### config.mk
export PLATFORM = sky130hd
export DESIGN_NAME = arbitro_suma
export DESIGN_NICKNAME = d
export VERILOG_FILES = /design/src/rtl/arbitro_suma.sv
export SDC_FILE = /design/constraint.sdc
export NUM_CORES = 1
export LEC_CHECK = 0
export CAP_MARGIN = 15
export CORE_AREA = 4 4 134 136
export DETAILED_ROUTE_END_ITERATION = 8
export DIE_AREA = 0 0 138 140
export GPL_TIMING_DRIVEN = 0
export PLACE_DENSITY = 0.93
export SYNTH_ARGS = -nofsm -noshare
export SYNTH_HDL_FRONTEND = slang
export SYNTH_SLANG_ARGS = --single-unit
### constraint.sdc
create_clock -name clk -period 6.84 [get_ports clk]
set_input_delay 0.684 -clock clk [delete_from_list [all_inputs] [get_ports clk]]
set_output_delay 0.684 -clock clk [all_outputs]
set_load 0.01 [all_outputs]
### src/rtl/arbitro_suma.sv
// arbitro_suma: one shared ANCHO-bit adder arbitrated round-robin between two
// requesters (port 0: PC increment, port 1: branch target). The sum is
// registered into a single-entry output buffer drained by a valid/ready
// handshake.
//
// Optional feature macro: ARBITRO_SUMA_CARRY_EN adds a registered res_carry
// output (carry-out of the sum) and widens the adder to ANCHO+1 bits.
//
// Ports:
//   clk, rst_n                      clock, asynchronous active-low reset
//   req0_valid/req0_a/req0_b        requester 0 operand pair
//   req0_ready                      requester 0 accepted this cycle (comb)
//   req1_valid/req1_a/req1_b        requester 1 operand pair
//   req1_ready                      requester 1 accepted this cycle (comb)
//   res_valid/res_dato/res_id       buffered result, its owner index
//   res_ready                       downstream accepts the result
//   res_carry                       carry-out (ARBITRO_SUMA_CARRY_EN only)
module arbitro_suma #(
  parameter int unsigned ANCHO = 64
) (
  input  logic             clk,
  input  logic             rst_n,
  input  logic             req0_valid,
  input  logic [ANCHO-1:0] req0_a,
  input  logic [ANCHO-1:0] req0_b,
  output logic             req0_ready,
  input  logic             req1_valid,
  input  logic [ANCHO-1:0] req1_a,
  input  logic [ANCHO-1:0] req1_b,
  output logic             req1_ready,
  output logic             res_valid,
  output logic [ANCHO-1:0] res_dato,
  output logic             res_id,
  input  logic             res_ready
`ifdef ARBITRO_SUMA_CARRY_EN
  ,
  output logic             res_carry
`endif
);

  localparam logic [0:0] VACIO = 1'b0;
  localparam logic [0:0] LLENO = 1'b1;

  logic [0:0]       estado;
  logic [0:0]       estado_sig;
  logic             ultimo;
  logic             gnt0;
  logic             gnt1;
  logic             libre;
  logic             xfer0;
  logic             xfer1;
  logic             xfer;
  logic [ANCHO-1:0] op_a;
  logic [ANCHO-1:0] op_b;
`ifdef ARBITRO_SUMA_CARRY_EN
  logic [ANCHO:0]   suma;
`else
  logic [ANCHO-1:0] suma;
`endif

  // Round-robin grant: a lone requester wins; on a tie the one not served last
  always_comb begin
    gnt0 = req0_valid & (~req1_valid | ultimo);
    gnt1 = req1_valid & (~req0_valid | ~ultimo);
  end

  // Buffer can take a new sum if empty or being drained this cycle.
  // rst_n gating keeps both readies low while reset is asserted.
  always_comb begin
    libre      = (estado == VACIO) | res_ready;
    req0_ready = rst_n & gnt0 & libre;
    req1_ready = rst_n & gnt1 & libre;
    xfer0      = req0_valid & req0_ready;
    xfer1      = req1_valid & req1_ready;
    xfer       = xfer0 | xfer1;
  end

  // Shared adder operand mux and sum
  always_comb begin
    op_a = xfer1 ? req1_a : req0_a;
    op_b = xfer1 ? req1_b : req0_b;
`ifdef ARBITRO_SUMA_CARRY_EN
    suma = {1'b0, op_a} + {1'b0, op_b};
`else
    suma = op_a + op_b;
`endif
  end

  // Buffer state register
  always_ff @(posedge clk or negedge rst_n) begin
    if (!rst_n) estado <= VACIO;
    else        estado <= estado_sig;
  end

  // Next state: a transfer always fills; a drain without refill empties
  always_comb begin
    estado_sig = estado;
    if (xfer)                                estado_sig = LLENO;
    else if ((estado == LLENO) && res_ready) estado_sig = VACIO;
  end

  assign res_valid = (estado == LLENO);

  // Result payload and last-grant pointer; ultimo resets to 1 so port 0
  // wins the first tie
  always_ff @(posedge clk or negedge rst_n) begin
    if (!rst_n) begin
      res_dato  <= '0;
      res_id    <= 1'b0;
      ultimo    <= 1'b1;
`ifdef ARBITRO_SUMA_CARRY_EN
      res_carry <= 1'b0;
`endif
    end else if (xfer) begin
      res_dato  <= suma[ANCHO-1:0];
      res_id    <= xfer1;
      ultimo    <= xfer1;
`ifdef ARBITRO_SUMA_CARRY_EN
      res_carry <= suma[ANCHO];
`endif
    end
  end

endmodule
==> results of run 1 <==
-- power by group through the flow --
stage | clock, mW | combinational (mW) | sequential, mW
after floorplan | 0 | 0.908 | 0.780
after global placement | 0 | 1.82 | 0.686
after detailed placement | 0 | 1.85 | 0.699
after CTS | 0.514 | 1.87 | 0.693
after global routing | 0.532 | 2.04 | 0.717
final | 0.513 | 1.89 | 0.695
-- kinds of logic (layout without fill, tap and decap cells) --
group / Yosys count / in the layout / share of synthesized area (%)
compound gates: 291 / 291 / 23.3
mux: 5 / 5 / 0.650
fa+ha+maj: 64 / 64 / 10.2
xor+xnor: 49 / 49 / 5.43
simple gates: 659 / 659 / 34.9
buf+inv: 87 / 431 / 4.25
flops: 67 / 67 / 21.2
-- per-stage QoR --
step | util (%) | setup TNS (ps) | worst slack, ps | hold slack (ps) | cells
2_1_floorplan | - | 0 | 2690 | 388 | 1222
3_3_place_gp | 67.7 | -89200 | -2190 | 452 | 1775
3_5_place_dp | 67.7 | 0 | 233 | 459 | 1775
4_1_cts | 69.6 | 0 | 577 | 473 | 1791
5_1_grt | 69.6 | 0 | 35.5 | 492 | 1791
6_report | 69.6 | 0 | 551 | 465 | 1791
-- registers in the layout (all words and copies together) (netlist names) --
register   cells
ultimo         1
res_valid      1
res_dato      64
res_id         1
-- path summary, 6_finish.rpt --
kind / startpoint / endpoint / slack [ps] / cells after the start
min in group clk: ultimo$_DFFE_PN1P_ / ultimo$_DFFE_PN1P_ / 470 / 2
max: rst_n / res_dato[59]$_DFFE_PN0P_ / 550 / 19
max in group asynchronous: rst_n / res_dato[30]$_DFFE_PN0P_ / 5790 / 1
min: rst_n / res_dato[18]$_DFFE_PN0P_ / 460 / 1
max reg2reg: res_valid$_DFFE_PN0P_ / res_dato[59]$_DFFE_PN0P_ / 1250 / 19
min reg2reg: ultimo$_DFFE_PN1P_ / ultimo$_DFFE_PN1P_ / 470 / 2
-- cell type report --
| cell class | instances | area (um^2) |
|---|---|---|
| Multi-Input combinational cell | 1068 | 5880 |
| Fill cell | 1455 | 5150 |
| Timing Repair Buffer | 328 | 3280 |
| Sequential cell | 67 | 1680 |
| Tap cell | 225 | 282 |
| Buffer | 67 | 260 |
| Clock buffer | 9 | 225 |
| Clock inverter | 7 | 101 |
| Inverter | 20 | 75.1 |
-- synthesized netlist by cell type, drive strengths merged (13+ instances only) --
| master | instances |
|---|---|
| ha | 63 |
| nand3 | 26 |
| inv | 20 |
| clkbuf | 54 |
| nand2 | 467 |
| xor2 | 27 |
| xnor2 | 22 |
| o21ai | 60 |
| nor2 | 82 |
| nor3 | 14 |
| buf | 13 |
| nand4 | 19 |
| dfrtp | 66 |
| a21o | 26 |
| a21oi | 118 |
| o21bai | 17 |
-- worst register-to-register path: stages (launching register included) --
cell and delay (ps):
dfrtp_1 380, nand2b_1 150, nand4_1 370, inv_1 200
clkbuf_1 710, clkbuf_1 600, buf_1 390, nand2_1 100
nand2_1 70, ha_1 210, clkbuf_1 210, a21oi_1 320
o211ai_1 150, o31ai_1 330, o21ai_0 180, a21oi_1 360
o2111ai_1 210, nand2_1 190, nor2_1 70, a311oi_1 290
-- layer usage --
layer  routed length [um]  vias up
met5                    0        -
met4                 1480        0
met3                 2430       90
met2                14000      528
met1                12300     4654
li1                     -     4867
==> results.tsv, run 1 <==
stage	metric	value	unit
synthesis	Primary FF master, synth	dfrtp_1	
setup_path	Critical Path RT	7070	ps
synthesis	Distinct cells, synth	71	
clock_tree	CTS Buf Count	9	
timing	Final min period	6290	ps
power_and_ir_drop	internal power	1.79	mW
routing	DR pass1 iterations	5	
clock_tree	clock tree buffer depth	2	
synthesis	Syn. warnings	0	
power_and_ir_drop	P per Cell Area	263	nW/um^2
die	num rows	48	
power_and_ir_drop	Clk pwr share	16.6	%
grt	met2 Use GR	49.9	%
timing	Setup-failing EPs final	0	
routing	DRC	0	
clock_tree	clk sinks	67	
place	I/O Buffers	328	
finish	Area growth, synth to finish	49.2	%
setup_path	crit path buf inv count	6	
run	max-capacitance violation count	0	
setup_path	CP delay by family, top	buffers and inverters	
die	IO Pins	329	
timing	Relative slew margins	38.8	%
clock_tree	Root Buffer	clkbuf_16	
run_status	outcome	finished, final reports clean	
finish	n_diodes	0	
power_and_ir_drop	Psw	1.31	mW
finish	most common cell after layout, fill and taps aside	nand2_1	
grt	initial antenna violation count	0	
die	core region area	16900	um^2
synthesis	Mapped Cells	1222	
clock_tree	clock latency on the worst-skew pair	340	ps
timing	Final Skew	5.20	ps
clock_tree	Post-CTS Hold Buffers	0	
setup_path	maximum fanout along the worst path	69	
grt	GR Util All Layers	29.7	%
grt	Global Route met1 Usage	37.1	%
clock_tree	clock-pin slew on the worst setup and hold paths	60	ps
clock_tree	htree depth	3	
place	RD Place Congestion	0.949	
grt	M3 GR Usage	5.29	%
routing	Detail Route Antenna Nets	0	
grt	first-pass GRT wire length	47800	um
setup_path	Setup crit end kind	register	
power_and_ir_drop	Seq pwr share	22.4	%
die	height of the chip	140	um
synthesis	asr flop ratio synth	100	%
setup_path	slowest cell delay on critical path	710	ps
finish	layout cell share with drive strength beyond 1	2.87	%
timing	RSZ-0062 raised after global routing	false	
synthesis	Mean Syn Cell Area	6.46	um^2
place	dpl hpwl	24400	um
min_path	worst min-delay path class	input port to async pin	
power_and_ir_drop	leakage	5.34	nW
clock_tree	CTS tree	yes	
synthesis	Netlist Area Pre-Place	7900	um^2
power_and_ir_drop	Worst VDD drop	0.000120	V
routing	WL/cell	16.9	um
synthesis	Post-Syn Nets	1547	
synthesis	post-synthesis sequential area ratio	21.2	%
die	die area	19300	um^2
die	die width	138	um
setup_path	critical path type	input port to register	
timing	Fin. Hold Viols	0	
synthesis	top area cells in the synthesized netlist	nand2_1 22%, dfrtp_1 21%, ha_1 10%, a21oi_1 7.3%, nor2_1 3.9%	
place	Post-DP Area	11500	um^2
clock_tree	Post-CTS Setup Repair Bufs	0	
timing	Period Utilization, post-route	91.9	%
power_and_ir_drop	final total power	3.10	mW
routing	first-iteration detailed-routing DRC count	901	
grt	vias in the first global route	9659	
grt	pin count of the biggest net entering global routing	70	
routing	DR vias/cell	5.66	
die	initial core utilization	46.6	%
synthesis	Yosys top cell area share	22.2	%
setup_path	Slowest-stage cell, CP	clkbuf_1	
finish	post-route cell area	11800	um^2
setup_path	Setup crit start kind	input port	
timing	fmax	159	MHz
finish	commonest cells after routing, fill and taps aside	467 x nand2_1, 327 x clkdlybuf4s50_1, 115 x a21oi_1	
grt	grt peak-use layer	met2	
setup_path	worst-path cell chain	buf_4, nand4_1, inv_1, clkbuf_1, clkbuf_1, buf_1, nand2_1, nand2_1, ha_1, clkbuf_1, a21oi_1, o211ai_1, o31ai_1, o21ai_0, a21oi_1, o2111ai_1, nand2_1, nor2_1, a311oi_1	
routing	vias	10139	
timing	worst-margin pin slew	917	ps
synthesis	Post-synth EDFFs	0	
finish	nets@finish	1886	
setup_path	Arr. time, crit path	6520	ps
routing	DRT Wirelength	30200	um
power_and_ir_drop	Logic pwr share	61.0	%
timing	final max-slew violation count	0	
synthesis	cell type with the largest total area after synthesis	nand2_1	
grt	gr ovfl total	0	
power_and_ir_drop	sw frac	42.2	%
synthesis	flops & latches, synth	67	
clock_tree	post-CTS sizing	0	
(Power assumes the default switching activity.)
==> run 2: changes to the inputs <==
--- a/config.mk
+++ b/config.mk
@@ -11,6 +11,7 @@
 export DIE_AREA = 0 0 138 140
 export GPL_TIMING_DRIVEN = 0
 export PLACE_DENSITY = 0.93
+export SETUP_SLACK_MARGIN = 0.5
 export SYNTH_ARGS = -nofsm -noshare
 export SYNTH_HDL_FRONTEND = slang
 export SYNTH_SLANG_ARGS = --single-unit
==> run 2 against run 1 <==
Compared with the run above:
- sequential cell count unchanged
- via count grew 0.28%
- sequential share of layout area barely moved
- critical path depth stayed put
- first-iteration DRC count grew 4.8%
- final cell count unchanged
- register-to-register slack better by 260 ps
- combinational power hardly changed
- largest cell class unchanged
- highest routed layer unchanged
==> results.tsv, run 2 (synthesis gave the netlist of run 1 again) <==
stage	metric	value	unit	change
die	height of the chip	140	um	unchanged
setup_path	RR Endpoint	res_dato[59]$_DFFE_PN0P_		
clock_tree	CTS tree	yes		
die	num rows	48		unchanged
setup_path	Setup crit start kind	input port		
timing	fmax	172	MHz	+8.1%
setup_path	Critical Path RT	7070	ps	about the same
clock_tree	Post-CTS Setup Repair Bufs	0		unchanged
place	I/O Buffers	328		unchanged
grt	initial antenna violation count	0		unchanged
run	max-capacitance violation count	0		unchanged
finish	commonest cells after routing, fill and taps aside	467 x nand2_1, 327 x clkdlybuf4s50_1, 115 x a21oi_1		
power_and_ir_drop	Worst VDD drop	0.000122	V	+1.2%
place	dpl hpwl	24400	um	unchanged
timing	Period Utilization, post-route	85.1	%	-6.9 points
grt	GR Util All Layers	29.7	%	unchanged
routing	first-iteration detailed-routing DRC count	944		+4.8%
timing	worst-margin pin slew	789	ps	-129 ps
routing	DRT Wirelength	30400	um	+0.52%
grt	vias in the first global route	9659		unchanged
finish	max reg flops	64		unchanged
finish	nets@finish	1886		unchanged
die	die width	138	um	unchanged
grt	gr ovfl total	0		unchanged
place	DP Cell Count	1775		unchanged
clock_tree	htree depth	3		unchanged
setup_path	reg2reg setup slack	1510	ps	+260 ps
setup_path	R2R Path Start	res_valid$_DFFE_PN0P_		
finish	Finished Layout Cells	1791		unchanged
place	RD Place Congestion	0.949		unchanged
die	core region area	16900	um^2	unchanged
finish	Area growth, synth to finish	49.4	%	about the same
clock_tree	clk sinks	67		unchanged
die	die area	19300	um^2	unchanged
routing	vias	10167		+0.28%
setup_path	Arr. time, crit path	6050	ps	-470 ps
clock_tree	clock latency on the worst-skew pair	340	ps	about the same
finish	register with the most flip-flops	res_dato		
timing	Setup-failing EPs final	0		unchanged
finish	final core occ	69.7	%	about the same
routing	DR pass1 iterations	5		unchanged
timing	Final Skew	8.26	ps	+3.06 ps
power_and_ir_drop	final total power	3.10	mW	+0.19%
setup_path	maximum fanout along the worst path	69		unchanged
timing	RSZ-0062 raised after global routing	false		
die	initial core utilization	46.6	%	unchanged
power_and_ir_drop	P per Cell Area	263	nW/um^2	about the same
routing	WL/cell	17.0	um	+0.52%
min_path	worst min-delay path class	input port to async pin		
finish	most common cell after layout, fill and taps aside	nand2_1		
routing	Detail Route Antenna Nets	0		unchanged
setup_path	reg2reg path depth	19		unchanged
routing	DRC	0		unchanged
clock_tree	CTS Buf Count	9		unchanged
timing	Final min period	5820	ps	-470 ps
timing	final hold slack	344	ps	-120 ps
timing	Fin. Hold Viols	0		unchanged
grt	first-pass GRT wire length	47800	um	unchanged
clock_tree	clock tree buffer depth	2		unchanged
setup_path	Setup crit end kind	register		
timing	final max-slew violation count	0		unchanged
clock_tree	clock-pin slew on the worst setup and hold paths	60	ps	about the same
grt	pin count of the biggest net entering global routing	70		unchanged
clock_tree	Root Buffer	clkbuf_16		
clock_tree	Post-CTS Hold Buffers	0		unchanged
timing	Relative slew margins	47.4	%	+8.6 points
routing	DR vias/cell	5.68		+0.28%
finish	n_diodes	0		unchanged
die	IO Pins	329		unchanged
run_status	outcome	finished, final reports clean		
finish	layout cell share with drive strength beyond 1	2.94	%	+0.064 points
power_and_ir_drop	leakage	5.35	nW	+0.15%
setup_path	critical path type	input port to register		
==> run 2: how the worst max path moves through the flow <==
stage	startpoint	end	slack, ps	cells after the start
floorplan	res_ready	res_dato[56]$_DFFE_PN0P_	2690	19
global placement	rst_n	res_dato[59]$_DFFE_PN0P_	-2190	19
detailed placement	rst_n	res_dato[59]$_DFFE_PN0P_	230	19
CTS	rst_n	res_dato[59]$_DFFE_PN0P_	580	19
global route	rst_n	res_dato[59]$_DFFE_PN0P_	520	19
finish	rst_n	res_dato[59]$_DFFE_PN0P_	1020	19
==> run 2: through the flow <==
step | area [um^2] | TNS (ps) | setup slack, ps
after floorplan | 7900 | 0 | 2690
after global placement | 11500 | -89200 | -2190
after detailed placement | 11500 | 0 | 233
after CTS | 11800 | 0 | 577
after global routing | 11800 | 0 | 524
final | 11800 | 0 | 1020
==> run 2: critical path, stage by stage <==
cell and delay, ps:
buf_6 480, nand4_1 490, inv_1 190, clkdlybuf4s15_1 690
clkbuf_2 420, buf_1 360, nand2_1 100, nand2_1 70
ha_1 210, clkbuf_1 210, a21oi_1 320, o211ai_1 150
o31ai_1 330, o21ai_0 170, a21oi_1 360, o2111ai_1 220
nand2_1 200, nor2_1 70, a311oi_1 280
==> run 2: cell type report <==
type	instances	area, um^2
Buffer	67	268
Timing Repair Buffer	328	3280
Tap cell	225	282
Multi-Input combinational cell	1068	5880
Sequential cell	67	1680
Clock buffer	9	225
Inverter	20	75.1
Fill cell	1454	5140
Clock inverter	7	101
==> run 2: per-layer routing <==
layer  up-vias  routed length, um  GRT usage, %
met2       543              14100          49.9
met4         0               1460          14.4
met3        87               2480          5.29
met1      4662              12400          37.1
met5         -                  0             0
li1       4875                  -             -
==> run 2: what timing repair did <==
| item | 4_1_cts | 5_1_grt |
|---|---|---|
| endpoints found under the setup margin | 0 | 15 |
| gates resized for setup | 0 | 5 |
| endpoints found under the hold margin | 0 | 0 |
==> run 2: report_power, final <==
part	internal, mW	total, mW	switching [mW]
Combinational	0.880	1.89	1.01
Sequential	0.588	0.695	0.107
Clock	0.322	0.515	0.193
Total	1.79	3.10	1.31
==> run 3: changes to the inputs <==
--- a/config.mk
+++ b/config.mk
@@ -7,6 +7,7 @@
 export LEC_CHECK = 0
 export CAP_MARGIN = 15
 export CORE_AREA = 4 4 134 136
+export CTS_CLUSTER_DIAMETER = 40
 export DETAILED_ROUTE_END_ITERATION = 8
 export DIE_AREA = 0 0 138 140
 export GPL_TIMING_DRIVEN = 0
==> results of run 3 <==
The final DEF is identical to that of run 2; final timing and power are the same.
